`src/rtl/lsu_pkg.sv`:
```
// Shared types and defaults for the load/store unit.
// LSU_PROTECT_EN enables the store address protection check.
package lsu_pkg;

  localparam int unsigned LsuAw       = 8;
  localparam int unsigned LsuDw       = 8;
  localparam logic [7:0]  LsuProtBase = 8'hF0;

  typedef enum logic [1:0] {
    StIdle,
    StLo,
    StHi,
    StResp
  } lsu_state_e;

endpackage

```
`src/rtl/lsu_prot_check.sv`:
```
// Flags a store that touches any byte at or above PROT_BASE.
// Only instantiated when LSU_PROTECT_EN is defined.
module lsu_prot_check #(
  parameter int unsigned   AW        = 8,
  parameter logic [AW-1:0] PROT_BASE = '1
) (
  input  logic [AW-1:0] addr_i,
  input  logic          wide_i,
  input  logic          we_i,
  output logic          err_o
);

  logic [AW-1:0] addr_hi;

  // The high byte of a wide access wraps at the top of memory.
  assign addr_hi = addr_i + AW'(1);
  assign err_o   = we_i && ((addr_i >= PROT_BASE) || (wide_i && (addr_hi >= PROT_BASE)));

endmodule

```
`src/rtl/load_store_unit.sv`:
```
// Sequences 8/16-bit little-endian loads and stores onto a single-port byte memory.
// Define LSU_PROTECT_EN to reject stores into the protected region.
module load_store_unit
  import lsu_pkg::*;
#(
  parameter int unsigned   AW        = LsuAw,
  parameter int unsigned   DW        = LsuDw,
  parameter logic [AW-1:0] PROT_BASE = AW'(LsuProtBase)
) (
  input  logic            clk,
  input  logic            reset,
  input  logic            req_valid_i,
  output logic            req_ready_o,
  input  logic            req_we_i,
  input  logic            req_wide_i,
  input  logic [AW-1:0]   req_addr_i,
  input  logic [2*DW-1:0] req_wdata_i,
  output logic            rsp_valid_o,
  input  logic            rsp_ready_i,
  output logic [2*DW-1:0] rsp_rdata_o,
  output logic            rsp_err_o,
  output logic [AW-1:0]   mem_addr_o,
  output logic [DW-1:0]   mem_wdata_o,
  output logic            mem_we_o,
  input  logic [DW-1:0]   mem_rdata_i
);

  lsu_state_e      state_q, state_d;
  logic            we_q, we_d;
  logic            wide_q, wide_d;
  logic [AW-1:0]   addr_q, addr_d;
  logic [2*DW-1:0] wdata_q, wdata_d;
  logic [2*DW-1:0] rdata_q, rdata_d;
  logic            err_q;
  logic            accept;

  assign req_ready_o = (state_q == StIdle) || ((state_q == StResp) && rsp_ready_i);
  assign accept      = req_valid_i && req_ready_o;

`ifdef LSU_PROTECT_EN
  logic prot_err;

  lsu_prot_check #(
    .AW       (AW),
    .PROT_BASE(PROT_BASE)
  ) u_prot_check (
    .addr_i(req_addr_i),
    .wide_i(req_wide_i),
    .we_i  (req_we_i),
    .err_o (prot_err)
  );

  always_ff @(posedge clk) begin
    if (reset) begin
      err_q <= 1'b0;
    end else if (accept) begin
      err_q <= prot_err;
    end
  end
`else
  logic unused_prot_base;

  assign err_q            = 1'b0;
  assign unused_prot_base = ^PROT_BASE;
`endif

  always_comb begin
    state_d = state_q;
    we_d    = we_q;
    wide_d  = wide_q;
    addr_d  = addr_q;
    wdata_d = wdata_q;
    rdata_d = rdata_q;
    unique case (state_q)
      StIdle: begin
        state_d = StIdle;
      end
      StLo: begin
        if (!we_q) rdata_d[DW-1:0] = mem_rdata_i;
        state_d = wide_q ? StHi : StResp;
      end
      StHi: begin
        if (!we_q) rdata_d[2*DW-1:DW] = mem_rdata_i;
        state_d = StResp;
      end
      StResp: begin
        if (rsp_ready_i) state_d = StIdle;
      end
      default: state_d = StIdle;
    endcase
    // Acceptance is only possible from Idle or a consumed Resp.
    if (accept) begin
      we_d    = req_we_i;
      wide_d  = req_wide_i;
      addr_d  = req_addr_i;
      wdata_d = req_wdata_i;
      rdata_d = '0;
      state_d = StLo;
    end
  end

  always_ff @(posedge clk) begin
    if (reset) begin
      state_q <= StIdle;
      we_q    <= 1'b0;
      wide_q  <= 1'b0;
      addr_q  <= '0;
      wdata_q <= '0;
      rdata_q <= '0;
    end else begin
      state_q <= state_d;
      we_q    <= we_d;
      wide_q  <= wide_d;
      addr_q  <= addr_d;
      wdata_q <= wdata_d;
      rdata_q <= rdata_d;
    end
  end

  // Write enable is masked by reset so an interrupted wide store leaves its high byte alone.
  always_comb begin
    mem_addr_o  = '0;
    mem_wdata_o = '0;
    mem_we_o    = 1'b0;
    unique case (state_q)
      StLo: begin
        mem_addr_o  = addr_q;
        mem_wdata_o = wdata_q[DW-1:0];
        mem_we_o    = we_q && !err_q && !reset;
      end
      StHi: begin
        mem_addr_o  = addr_q + AW'(1);
        mem_wdata_o = wdata_q[2*DW-1:DW];
        mem_we_o    = we_q && !err_q && !reset;
      end
      default: begin
        mem_we_o = 1'b0;
      end
    endcase
  end

  assign rsp_valid_o = (state_q == StResp);
  assign rsp_rdata_o = rsp_valid_o ? rdata_q : '0;
  assign rsp_err_o   = rsp_valid_o && err_q;

endmodule

```
`config.mk`:
```
export PLATFORM = sky130hd
export DESIGN_NAME = load_store_unit
export DESIGN_NICKNAME = d
export VERILOG_FILES = /design/src/rtl/lsu_pkg.sv /design/src/rtl/lsu_prot_check.sv /design/src/rtl/load_store_unit.sv
export SDC_FILE = /design/constraint.sdc
export NUM_CORES = 1
export LEC_CHECK = 0
export CAP_MARGIN = 15
export CORE_MARGIN = 4
export CORE_UTILIZATION = 46
export CTS_CLUSTER_DIAMETER = 40
export DETAILED_ROUTE_END_ITERATION = 8
export PLACE_DENSITY = 0.92
export SLEW_MARGIN = 40
export SYNTH_ARGS = -nofsm -noshare
export SYNTH_HDL_FRONTEND = slang
export SYNTH_SLANG_ARGS = --single-unit
```
`constraint.sdc`:
```
create_clock -name clk -period 2.17 [get_ports clk]
set_input_delay 0.5425 -clock clk [delete_from_list [all_inputs] [get_ports clk]]
set_output_delay 0.5425 -clock clk [all_outputs]
set_load 0.005 [all_outputs]
```
# Word-level counts from Yosys, hierarchy flattened

Index checks and enable logic that the tools add are counted.

Add/subtract/negate cells: 1
Equality and inequality tests: 5
Magnitude comparators: 0
Shifts and indexed selects: 0
Multiplexer cells: 8
Bitwise gates (word level): 1
Multiply operators: 0
Div/mod/pow operators: 0
Reductions and logical operators: 10

Operators by type and width:

| kind                                                   | count |
|---|---|
| case mux 8 bit (2 select lines)                        | 2 |
| two-way mux 16 bit                                     | 1 |
| adder 8 x 1 -> 8 bit (second input constant)           | 1 |
| case mux 2 bit (4 select lines)                        | 1 |
| equality test 2 bit (second input constant)            | 2 |
| AND reduction 2 bit                                    | 2 |
| OR reduction 2 bit                                     | 2 |
| logical AND 1 bit                                      | 3 |
| two-way mux 1 bit                                      | 3 |
| inequality test 3 x 1 -> 1 bit (second input constant) | 1 |
| equality test 2 x 1 -> 1 bit (second input constant)   | 1 |
| logical NOT 2 bit                                      | 1 |
| two-way mux 2 bit                                      | 1 |
| inequality test 2 x 1 -> 1 bit (second input constant) | 1 |
| logical NOT 1 bit                                      | 1 |
| logical OR 1 bit                                       | 1 |
| NOT 1 bit                                              | 1 |

Memories: 0
Output and inout bits: 36
Word-level logic and storage cells: 33
Memory bits (read-only): 0
RAM bits: 0
Latch bits: 0
Bits of input ports: 38
Bits in registers: 44

# Logic depth before layout (Yosys ltp)

Depth in word-level cells: 5
Depth in mapped cells: 8
Mapped depth without buffers: 6

# Worst setup path after synthesis

Ideal clock, no wire load.

Path type: register to output
From: register state_q[1]
To: output mem_addr_o[4]
Stages on the path, launching flop included: 6
Setup slack: 262 ps
Arrival time: 1366 ps
Path through: dfxtp_1 inv_1 ha_1 inv_1 or3_1 o22ai_1

Cells in the longest elaborated chain, start to end: 2
Elaborated cells between the ends (all ways): 3
Classes of those cells: 2 x eq/ne; 1 x mux

Ends and longest elaborated chain:

| item                                                                | line                   | source |
|---|---|---|
| start: declaration                                                  | load_store_unit.sv:28  | `lsu_state_e state_q, state_d;` |
| start signal: assignment                                            | load_store_unit.sv:104 | `state_q <= StIdle;` |
| start signal: assignment                                            | load_store_unit.sv:111 | `state_q <= state_d;` |
| equality test 2 bit or equality test 2 x 1 -> 1 bit (tied branches) | load_store_unit.sv:125 | `unique case (state_q)` |
| case mux 8 bit (2 select lines) *                                   | load_store_unit.sv:125 |  |
| end: declaration                                                    | load_store_unit.sv:22  | `output logic [AW-1:0] mem_addr_o,` |

Every way passes the cells marked *; elsewhere a longest branch is shown, timed or not.

# Worst setup path after layout

From: register state_q[0]
To: output mem_addr_o[4]

The elaborated chain is that of the path after synthesis.

==> flow_summary.json <==
{
  "status": "complete, but fails checks",
  "violations": "setup timing",
  "path_class": "reg -> out",
  "grt_pass1_vias": 2425,
  "antenna_found_initial": 0,
  "finalWorstSetupSlack_ns": -0.1367,
  "yosys_warnings": 0,
  "die_area_sq_um": 6049,
  "hold_depth": 2,
  "layout_min_cycle_time_ns": 2.307,
  "grt_use_total_pct": 23.63,
  "routed_via_density": 5.785,
  "hold_viol": 0,
  "fill_cells": 300,
  "drive_gt1_share_pct": 30.73,
  "drt-total-wl_um": 7861,
  "reg2reg_from": "state_q[0]",
  "grt_max_degree": 29,
  "wl_per_cell_um": 17.43,
  "period_share_pct": 106.3,
  "syn2layout_area_growth_pct": 58.32,
  "p_int_mw": 1.350,
  "dr.pass1.iters": 5,
  "synth_nets": 332,
  "swShare_pct": 31.12,
  "gp_congestion": 0.8383,
  "rsz0062_at_grt": "true",
  "overflow": 0,
  "worstMarginPinSlew_ns": 0.7110,
  "postRouteAntennaNets": 0,
  "met3_usage_pct": 3.596,
  "first_iter_violations": 272,
  "cts_buffers": 5,
  "hpwlAfterDp_um": 4635,
  "peakVddDrop_uv": 316.4,
  "clock_latency_ns": 0.29,
  "slew_viol_final": 0,
  "power_mw": 1.961,
  "tns_ns": -0.7102,
  "p_per_area_nw_per_um2": 553.0,
  "p_leak_nw": 1.331,
  "port-buffer-count": 72,
  "grt_pass1_wl_um": 11570,
  "ys_types": 35,
  "met2_usage_pct": 41.70,
  "cts_hold_buf": 0,
  "start_kind": "flip-flop",
  "worst_ep_required_time_ns": 1.63,
  "ys_ff_latch": 44,
  "start_util_pct": 47.42,
  "skew_ns": 0.005234,
  "arrival_ns": 1.76,
  "netlist_instances": 289,
  "placementRows": 25,
  "most-common-layout-cells": "nand2_1, clkdlybuf4s50_1, dfxtp_1",
  "setup_viol": 14,
  "end_kind": "output pin",
  "final_nets": 427,
  "seq_power_share_pct": 45.8,
  "final_common_cell": "nand2_1",
  "vias": 2609,
  "yosysSeqAreaShare_pct": 39.33,
  "die_x_um": 77.78,
  "maxSlewHeadroom_pct": 52.55,
  "reg2reg_setup_slack_ns": 0.38,
  "htreeDepth": 2,
  "ios": 74,
  "dpl_worst_slack_ns": -0.2470,
  "design.core.area_sq_um": 4723,
  "p_sw_mw": 0.6103,
  "root_buffer": "clkbuf_8",
  "hold_slack_ns": 0.4594,
  "r2r_end": "rdata_q[9]",
  "hold_end": "rdata_q[10]",
  "min_from": "rdata_q[10]",
  "fmax_mhz": 433.5,
  "r2r_cells": 10,
  "busiest_layer": "met2",
  "postSynthAreaPerCell_sq_um": 7.750,
  "antenna_cells": 0,
  "path_max_fanout": 3,
  "cts_buffer_depth": 2,
  "path_clk_slew_ns": 0.08,
  "p_comb_share_pct": 29.3,
  "cts_tree": "done",
  "drc_errors": 0,
  "maxCapViolCount": 0,
  "synth.cell_area_sq_um": 2240,
  "p_clk_share_pct": 24.9,
  "die_h_um": 77.78,
  "gr-usage-met1_pct": 28.45,
  "hold_class": "reg -> reg",
  "clkSinkCount": 44
}
[power by group through the flow]
stage | sequential [mW] | clock [mW] | combinational, mW
floorplan | 0.899 | 0 | 0.247
global route | 0.902 | 0.522 | 0.612
global placement | 0.900 | 0 | 0.416
finish | 0.897 | 0.489 | 0.575
detailed placement | 0.904 | 0 | 0.430
CTS | 0.892 | 0.488 | 0.511
[worst max-delay path: stages, from the launching register on]
cell     delay (ns)
dfxtp_2        0.34
buf_6          0.10
inv_4          0.03
buf_6          0.11
ha_4           0.27
inv_4          0.04
or3_1          0.31
o22ai_1        0.13
buf_2          0.14
[registers in the layout, indices dropped and copies added, names as in the netlist]
signal	flops
addr_q	8
rdata_q	16
state_q	2
wdata_q	16
we_q	1
wide_q	1
[per-layer routing]
metal  part of all wire (%)  routed length, um
met5                      0                  0
met4                    3.8                300
met3                    6.9                543
met1                     39               3105
met2                     50               3912
[Yosys cell counts]
cell type  instances  area share, %
dfxtp_1           44             39
nand2_1           41            6.9
a21oi_1           37            8.3
nand3_1           27            6.0
o21ai_0           27            6.0
and2_1            16            4.5
clkbuf_1          11            1.8
nor2_1            11            1.8
a21oi_2            9            3.5
a22oi_1            9            3.0
buf_1              5           0.84
ha_1               5            2.8
inv_1              5           0.84
buf_2              4           0.89
nor2b_1            4            1.1
o211ai_1           4            1.3
a31oi_1            3           0.84
buf_6              3            1.5
nand2b_1           3           0.84
buf_4              2           0.67
mux2i_1            2           0.89
o22ai_1            2           0.56
or3_1              2           0.56
or4_1              2           0.67
a21o_1             1           0.34
a21oi_4            1           0.73
buf_8              1           0.67
conb_1             1           0.17
inv_2              1           0.17
nand3_2            1           0.45
nand3b_1           1           0.34
nand4_1            1           0.28
nor2_4             1           0.50
o41a_1             1           0.50
or2_2              1           0.28
[kinds of logic after synthesis]
family	after synthesis	share of synthesized area [%]
flip-flops	44	39.33
multiplexers	2	0.8939
buffers and inverters	32	7.430
adder cells (fa/ha/maj)	5	2.793
AO/OA/AOI/OAI	94	25.14
AND/OR/NAND/NOR	111	24.25
other	1	0.1674
[how the worst max path moves through the flow]
stage | from | end | slack (ns) | depth (start not counted)
floorplan | state_q[1] | mem_addr_o[4] | 0.26 | 5
finish | state_q[0] | mem_addr_o[4] | -0.14 | 8
detailed placement | state_q[0] | mem_addr_o[7] | -0.25 | 6
global route | state_q[0] | mem_addr_o[4] | -0.20 | 8
CTS | state_q[0] | mem_addr_o[3] | -0.17 | 8
global placement | state_q[0] | mem_addr_o[7] | -0.19 | 6
[per-stage QoR]
| step | instances | cell area [sq um] | utilization, % |
|---|---|---|---|
| finish | 451 | 3546 | 75.07 |
| global route | 451 | 3546 | 75.07 |
| CTS | 445 | 3376 | 71.47 |
| detailed placement | 429 | 3128 | 66.23 |
| global placement | 429 | 3128 | 66.23 |
| floorplan | 289 | 2240 | - |
[what timing repair did]
action	4_1_cts	5_1_grt
setup endpoints to repair	35	20
gates cloned	1	2
pin swaps	17	9
setup buffers	8	5
gates resized for setup	128	31
[cell type report]
cell class	count	area [sq um]	area share [%]
Multi-Input combinational cell	213	1389	39.17
Timing Repair Buffer	114	1079	30.42
Sequential cell	44	889.6	25.09
Tap cell	67	83.83	2.364
Clock buffer	6	72.57	2.047
Inverter	6	27.53	0.7763
Clock inverter	1	5.005	0.1411
(Power assumes the default switching activity.)
